File: config.mk
export PLATFORM = sky130hd
export DESIGN_NAME = pipelined_adder_flat
export DESIGN_NICKNAME = d
export VERILOG_FILES = /design/src/rtl/pipelined_adder_if.sv /design/src/rtl/pipelined_adder.sv /design/src/flat_wrapper.sv
export SDC_FILE = /design/constraint.sdc
export NUM_CORES = 1
export LEC_CHECK = 0
export CAP_MARGIN = 5
export CORE_MARGIN = 10
export CORE_UTILIZATION = 46
export CTS_BUF_LIST = sky130_fd_sc_hd__clkbuf_2 sky130_fd_sc_hd__clkbuf_4 sky130_fd_sc_hd__clkbuf_8
export DETAILED_ROUTE_END_ITERATION = 8
export PLACE_DENSITY = 0.79
export SLEW_MARGIN = 20
export SYNTH_ARGS = -nofsm -noshare
export SYNTH_HDL_FRONTEND = slang
export SYNTH_SLANG_ARGS = --single-unit
File: constraint.sdc
create_clock -name clk -period 2.6 [get_ports clk]
set_clock_uncertainty 0.15 [all_clocks]
set_input_delay 0.65 -clock clk [delete_from_list [all_inputs] [get_ports clk]]
set_output_delay 0.65 -clock clk [all_outputs]
set_load 0.005 [all_outputs]
File: src/rtl/pipelined_adder_if.sv
// Operand/result handshake bundle for pipelined_adder.
// The master drives operands and out_ready; the slave (the adder) returns results.
interface pipelined_adder_if #(
    parameter int unsigned WIDTH = 8
);
    logic             in_valid;
    logic             in_ready;
    logic [WIDTH-1:0] a;
    logic [WIDTH-1:0] b;
    logic             cin;
    logic [1:0]       mode;
    logic             out_valid;
    logic             out_ready;
    logic [WIDTH-1:0] sum;
    logic             cout;
    logic             ovf;
    logic             zero;
    logic [WIDTH-1:0] acc_q;

    modport master (
        output in_valid, a, b, cin, mode, out_ready,
        input  in_ready, out_valid, sum, cout, ovf, zero, acc_q
    );

    modport slave (
        input  in_valid, a, b, cin, mode, out_ready,
        output in_ready, out_valid, sum, cout, ovf, zero, acc_q
    );
endinterface

File: src/rtl/pipelined_adder.sv
// Pipelined add/sub/accumulate unit with carry, overflow, zero flags, optional
// signed saturation and valid/ready back-pressure; all arithmetic is in stage 0.
module pipelined_adder #(
    parameter int unsigned WIDTH       = 8,
    parameter int unsigned PIPE_STAGES = 2,
    parameter bit          SATURATE    = 1'b0
) (
    input  logic               clk,
    input  logic               rst_n,
    pipelined_adder_if.slave   bus
);
    localparam int unsigned SW  = WIDTH + 1;
    localparam int unsigned PW  = WIDTH + 3;
    localparam int unsigned MSB = WIDTH - 1;

    typedef enum logic [1:0] {
        MODE_ADD = 2'b00,
        MODE_SUB = 2'b01,
        MODE_ACC = 2'b10,
        MODE_CLR = 2'b11
    } mode_e;

    if (WIDTH < 2 || PIPE_STAGES < 1 || PIPE_STAGES > 4) begin : g_bad_param
        $error("pipelined_adder: WIDTH must be >= 2 and PIPE_STAGES in 1..4");
    end

    logic [PIPE_STAGES-1:0] vld_q;
    logic [PW-1:0]          pl_q [PIPE_STAGES];
    logic [WIDTH-1:0]       acc_r;

    logic [WIDTH-1:0] op1;
    logic [WIDTH-1:0] op2;
    logic             carry;
    logic [WIDTH-1:0] raw;
    logic             c_raw;
    logic             o_raw;
    logic [WIDTH-1:0] res;
    logic             stall;
    logic             accept;
    logic             acc_wr;

    // A stall freezes every stage, so only the last stage decides it.
    assign stall        = vld_q[PIPE_STAGES-1] & ~bus.out_ready;
    assign accept       = bus.in_valid & ~stall;
    assign bus.in_ready = ~stall;

    // Stage-0 arithmetic; CLR zeroes both addends so raw/cout/ovf fall out as 0.
    always_comb begin
        op1    = bus.a;
        op2    = bus.b;
        carry  = bus.cin;
        acc_wr = 1'b0;
        unique case (mode_e'(bus.mode))
            MODE_ADD: ;
            MODE_SUB: begin
                op2   = ~bus.b;
                carry = 1'b1;
            end
            MODE_ACC: begin
                op1    = acc_r;
                op2    = bus.a;
                acc_wr = 1'b1;
            end
            MODE_CLR: begin
                op1    = '0;
                op2    = '0;
                carry  = 1'b0;
                acc_wr = 1'b1;
            end
            default: ;
        endcase
        {c_raw, raw} = SW'(op1) + SW'(op2) + SW'(carry);
        o_raw = (op1[MSB] == op2[MSB]) && (raw[MSB] != op1[MSB]);
        res   = raw;
        if (SATURATE && o_raw) begin
            res = op1[MSB] ? {1'b1, {(WIDTH-1){1'b0}}} : {1'b0, {(WIDTH-1){1'b1}}};
        end
    end

    // Delay line plus accumulator; the accumulator updates on acceptance so
    // back-to-back ACCs chain regardless of pipeline depth.
    always_ff @(posedge clk or negedge rst_n) begin
        if (!rst_n) begin
            vld_q <= '0;
            acc_r <= '0;
            for (int k = 0; k < PIPE_STAGES; k++) begin
                pl_q[k] <= '0;
            end
        end else if (!stall) begin
            vld_q[0] <= accept;
            if (accept) begin
                pl_q[0] <= {c_raw, o_raw, (res == '0), res};
                if (acc_wr) begin
                    acc_r <= res;
                end
            end
            for (int k = 1; k < PIPE_STAGES; k++) begin
                vld_q[k] <= vld_q[k-1];
                pl_q[k]  <= pl_q[k-1];
            end
        end
    end

    assign bus.out_valid = vld_q[PIPE_STAGES-1];
    assign {bus.cout, bus.ovf, bus.zero, bus.sum} = pl_q[PIPE_STAGES-1];
    assign bus.acc_q = acc_r;
endmodule
File: src/flat_wrapper.sv
// flat-port wrapper written by rule: the top's interface ports become plain ports
module pipelined_adder_flat 
#(
    parameter int unsigned WIDTH       = 8,
    parameter int unsigned PIPE_STAGES = 2,
    parameter bit          SATURATE    = 1'b0
)
  (clk, rst_n, bus_in_valid, bus_a, bus_b, bus_cin, bus_mode, bus_out_ready, bus_in_ready, bus_out_valid, bus_sum, bus_cout, bus_ovf, bus_zero, bus_acc_q);
  pipelined_adder_if #(.WIDTH(WIDTH)) bus_i ();
  input  logic clk;
  input  logic rst_n;
  input wire logic [$bits(bus_i.in_valid)-1:0] bus_in_valid;
  input wire logic [$bits(bus_i.a)-1:0] bus_a;
  input wire logic [$bits(bus_i.b)-1:0] bus_b;
  input wire logic [$bits(bus_i.cin)-1:0] bus_cin;
  input wire logic [$bits(bus_i.mode)-1:0] bus_mode;
  input wire logic [$bits(bus_i.out_ready)-1:0] bus_out_ready;
  output wire logic [$bits(bus_i.in_ready)-1:0] bus_in_ready;
  output wire logic [$bits(bus_i.out_valid)-1:0] bus_out_valid;
  output wire logic [$bits(bus_i.sum)-1:0] bus_sum;
  output wire logic [$bits(bus_i.cout)-1:0] bus_cout;
  output wire logic [$bits(bus_i.ovf)-1:0] bus_ovf;
  output wire logic [$bits(bus_i.zero)-1:0] bus_zero;
  output wire logic [$bits(bus_i.acc_q)-1:0] bus_acc_q;
  assign bus_i.in_valid = bus_in_valid;
  assign bus_i.a = bus_a;
  assign bus_i.b = bus_b;
  assign bus_i.cin = bus_cin;
  assign bus_i.mode = bus_mode;
  assign bus_i.out_ready = bus_out_ready;
  assign bus_in_ready = bus_i.in_ready;
  assign bus_out_valid = bus_i.out_valid;
  assign bus_sum = bus_i.sum;
  assign bus_cout = bus_i.cout;
  assign bus_ovf = bus_i.ovf;
  assign bus_zero = bus_i.zero;
  assign bus_acc_q = bus_i.acc_q;
  pipelined_adder #(.WIDTH(WIDTH), .PIPE_STAGES(PIPE_STAGES), .SATURATE(SATURATE)) u_core (.clk(clk), .rst_n(rst_n), .bus(bus_i));
endmodule
==> summary.md <==
| Metric | Value |
|---|---|
| Die area | 6992 sq um |
| Slowest CP cell | or3_4 |
| Stages on the worst setup path | 12 |
| Required @ worst endpoint | 2.68 ns |
| LEAKAGE | 1.345 nW |
| Ys Warns | 0 |
| DRC errors left | 0 |
| Clock Sinks | 32 |
| Critical path cell sequence | buf_8 -> inv_8 -> buf_6 -> a22oi_2 -> fa_2 -> inv_2 -> fa_2 -> a21o_1 -> and4_4 -> or3_4 -> a2111oi_4 -> a32o_1 |
| Worst Setup SP | bus_mode[1] |
| Reg2Reg Depth | 9 |
| Largest net degree at the start of global routing | 33 |
| Netlist cell types | 38 |
| Fillcell total | 288 |
| Total length of routed wires | 5.031 mm |
| Layout cells sized above 1 | 0.3074 |
| Max-Cap Viols | 0 |
| Register clock-pin slew on the reported worst setup and hold paths | 0.06 ns |
| Global-route wire length before repair | 7.769 mm |
| Initial DRC Count | 75 |
| WL per Instance | 15.11 um |
| Post-synthesis instance total | 209 |
| Final setup viols | 3 |
| Initial antenna violation count | 0 |
| Top cell by count, worst path | fa_2 |
| Final WS setup | -0.2186 ns |
| Syn Nets | 241 |
| Final core utilization | 0.7354 |
| Syn Area/Cell | 8.908 sq um |
| Initial Util | 0.4688 |
| Setup TNS | -0.2706 ns |
| Max FO, Critical Path | 4 |
| Antenna-violating nets left | 0 |
| Worst hold path type | reg2reg |
| Final Cycle Share | 1.084 |
| Power per cell area | 747.8 nW/um^2 |
| Synthesized area | 1862 sq um |
| Least-Margin Pin Slew | 0.3865 ns |
| ANT cells | 0 |
| Element type at the critical path start | input pin |
| #FFs+latches synth | 32 |
| Total grt overflow | 0 |
| Die W | 83.62 um |
| Worst path buffer plus inverter count | 4 |
| Fmax | 354.8 MHz |
| Row count | 23 |
| Commonest non-fill, non-tap cell in the layout | nand2_1 |
| CP arrival | 2.90 ns |
| # hold bufs at CTS | 0 |
| Failing checks | negative setup slack |
| Max VDD drop | 0.3196 mV |
| Commonest non-fill, non-tap cells in the layout | nand2_1, buf_4, clkdlybuf4s50_1, dfrtp_1, o21ai_1 |
| HPWL after detailed placement | 3.444 mm |
| Vias in the first global route | 1698 |
| Die height | 83.62 um |
| Crit path kind | in2reg |
| CP Capture Type | flip-flop |
| Worst R2R Start | u_core.bus.acc_q[0] |
| Via count | 1705 |
| First drt pass iteration count | 4 |
| Max Root-Sink Buffers | 2 |
| Hold Path Stages | 2 |
| Sequential-to-total area share from yosys stat | 0.4301 |
| Routability cong. | 0.8527 |
| Minimum clock period | 2.819 ns |
| CP max stage delay | 0.34 ns |
| Final slew viol count | 0 |
| Mean number of vias per cell | 5.120 |
| PortBufs | 43 |
| Crit-path leading delay family | compound AO/OA/AOI/OAI gates |
| Hold Fails Final Rpt | 0 |
| Relative slew slack | 0.7424 |
| TritonCTS Buffers | 5 |
| Area growth syn-to-layout | 56.85% |
| Clock tree from TritonCTS | built |
| Core region area | 3971 sq um |
| I/O Pins | 44 |
| Min-delay src | u_core.bus.sum[6] |
| Worst skew pair latency | 0.29 ns |
| RSZ-0062 raised after global routing | yes |
| H-tree levels | 2 |
| Clock root buffer | clkbuf_8 |
| Status | finished with violations |
| Total track usage | 0.1313 |
| Final net count | 314 |
-- tightest hold or removal path, delay by kind of cell, from the launching register on --
family	cells	cell delay (ns)
and+or+nand+nor	2	0.09
DFF	1	0.34
-- synth_stat cells (all sizes together) --
cell type	count	area [sq um]
nor2	7	26.28
ha	7	87.58
a2bb2oi	1	8.760
o21ai	23	115.1
dfrtp	32	800.8
nand2	66	247.7
nand2b	1	6.260
mux2	2	22.52
a21oi	2	10.01
a21boi	1	7.510
mux2i	1	10.01
inv	4	15.02
xnor2	11	96.34
fa	2	40.04
xor2	2	17.52
nor3b	2	15.01
nor3	1	5.000
clkbuf	6	22.52
buf	11	75.07
a2111oi	1	27.53
nand4b	1	8.760
or3	1	11.26
and4	1	11.26
o31ai	2	15.01
and2	1	6.260
a22oi	2	15.01
nor4	2	12.51
nor2b	3	18.77
o21a	2	15.01
and3	1	6.260
a32o	1	10.01
a22o	7	61.31
a21o	1	7.510
a31oi	1	6.260
-- flip-flops by register name, summed over array words and instances, names as in the netlist --
name and cells:
u_core.bus.ovf 1, u_core.bus.acc_q 8, u_core.bus.sum 8, u_core.bus.cout 1
u_core.pl_q 11, u_core.vld_q 2, u_core.bus.zero 1
-- area by class of cell --
cell class                      instances  area (sq um)  share of cell area
Multi-Input combinational cell        156          1136              0.3890
Timing Repair Buffer                   83         772.0              0.2644
Sequential cell                        32         800.8              0.2742
Clock buffer                            7         96.34             0.03299
Clock inverter                          1         30.03             0.01028
Inverter                                4         22.52            0.007712
Tap cell                               50         62.56             0.02142
-- path summary, 6_finish.rpt --
check | to | slack, ns
setup / recovery | u_core.pl_q[19] | -0.22
hold / removal | u_core.bus.sum[6] | 0.31
setup reg to reg | u_core.pl_q[19] | -0.04
hold reg to reg | u_core.bus.sum[6] | 0.31
max in group asynchronous | u_core.bus.sum[4] | 1.41
min in group asynchronous | u_core.vld_q[1] | 0.61
-- cells by family (layout without fill, tap and decap cells) --
group / count (synthesis) / in the layout / share of synthesized area
AND/OR/NAND/NOR: 87 / 87 / 0.2016
AO/OA/AOI/OAI: 44 / 44 / 0.1606
flip-flops: 32 / 32 / 0.4301
buffers and inverters: 21 / 95 / 0.06048
XOR/XNOR: 13 / 13 / 0.06116
adder cells (fa/ha/maj): 9 / 9 / 0.06855
multiplexers: 3 / 3 / 0.01747
-- layer usage --
| metal | GRT usage | vias up | part of all wire | wire length, um |
|---|---|---|---|---|
| met5 | 0 | - | 0 | 0 |
| met1 | 0.1420 | 803 | 0.41 | 2049 |
| met2 | 0.2265 | 46 | 0.52 | 2617 |
| met4 | 0.05936 | 0 | 0.0095 | 48 |
| li1 | - | 849 | - | - |
| met3 | 0.04297 | 7 | 0.063 | 316 |
-- power breakdown --
| group | internal (W) | switching (W) |
|---|---|---|
| clock | 0.000338 | 0.000180 |
| combinational | 0.000532 | 0.000380 |
| sequential | 0.000649 | 0.000105 |
| total | 0.00152 | 0.000666 |
-- stage by stage --
stage	std cells	hold WS (ns)	power, W	area (sq um)	worst slack, ns
final	333	0.3117	0.002184	2920	-0.2186
after detailed placement	316	0.2998	0.001556	2531	-1.136
after floorplan	209	0.2044	0.001166	1929	-0.5314
after global routing	333	0.3421	0.002323	2920	-0.2768
after CTS	327	0.3143	0.002102	2730	-0.2655
after global placement	316	0.2911	0.001529	2531	-1.048
-- what timing repair did --
| action | CTS | global route |
|---|---|---|
| resized for setup | 34 | 34 |
| cloned | 0 | 1 |
| setup buffers | 3 | 6 |
| endpoints found under the setup margin | 17 | 14 |
| pin swaps | 13 | 30 |
Note: power is estimated with default switching activity, not from simulation.
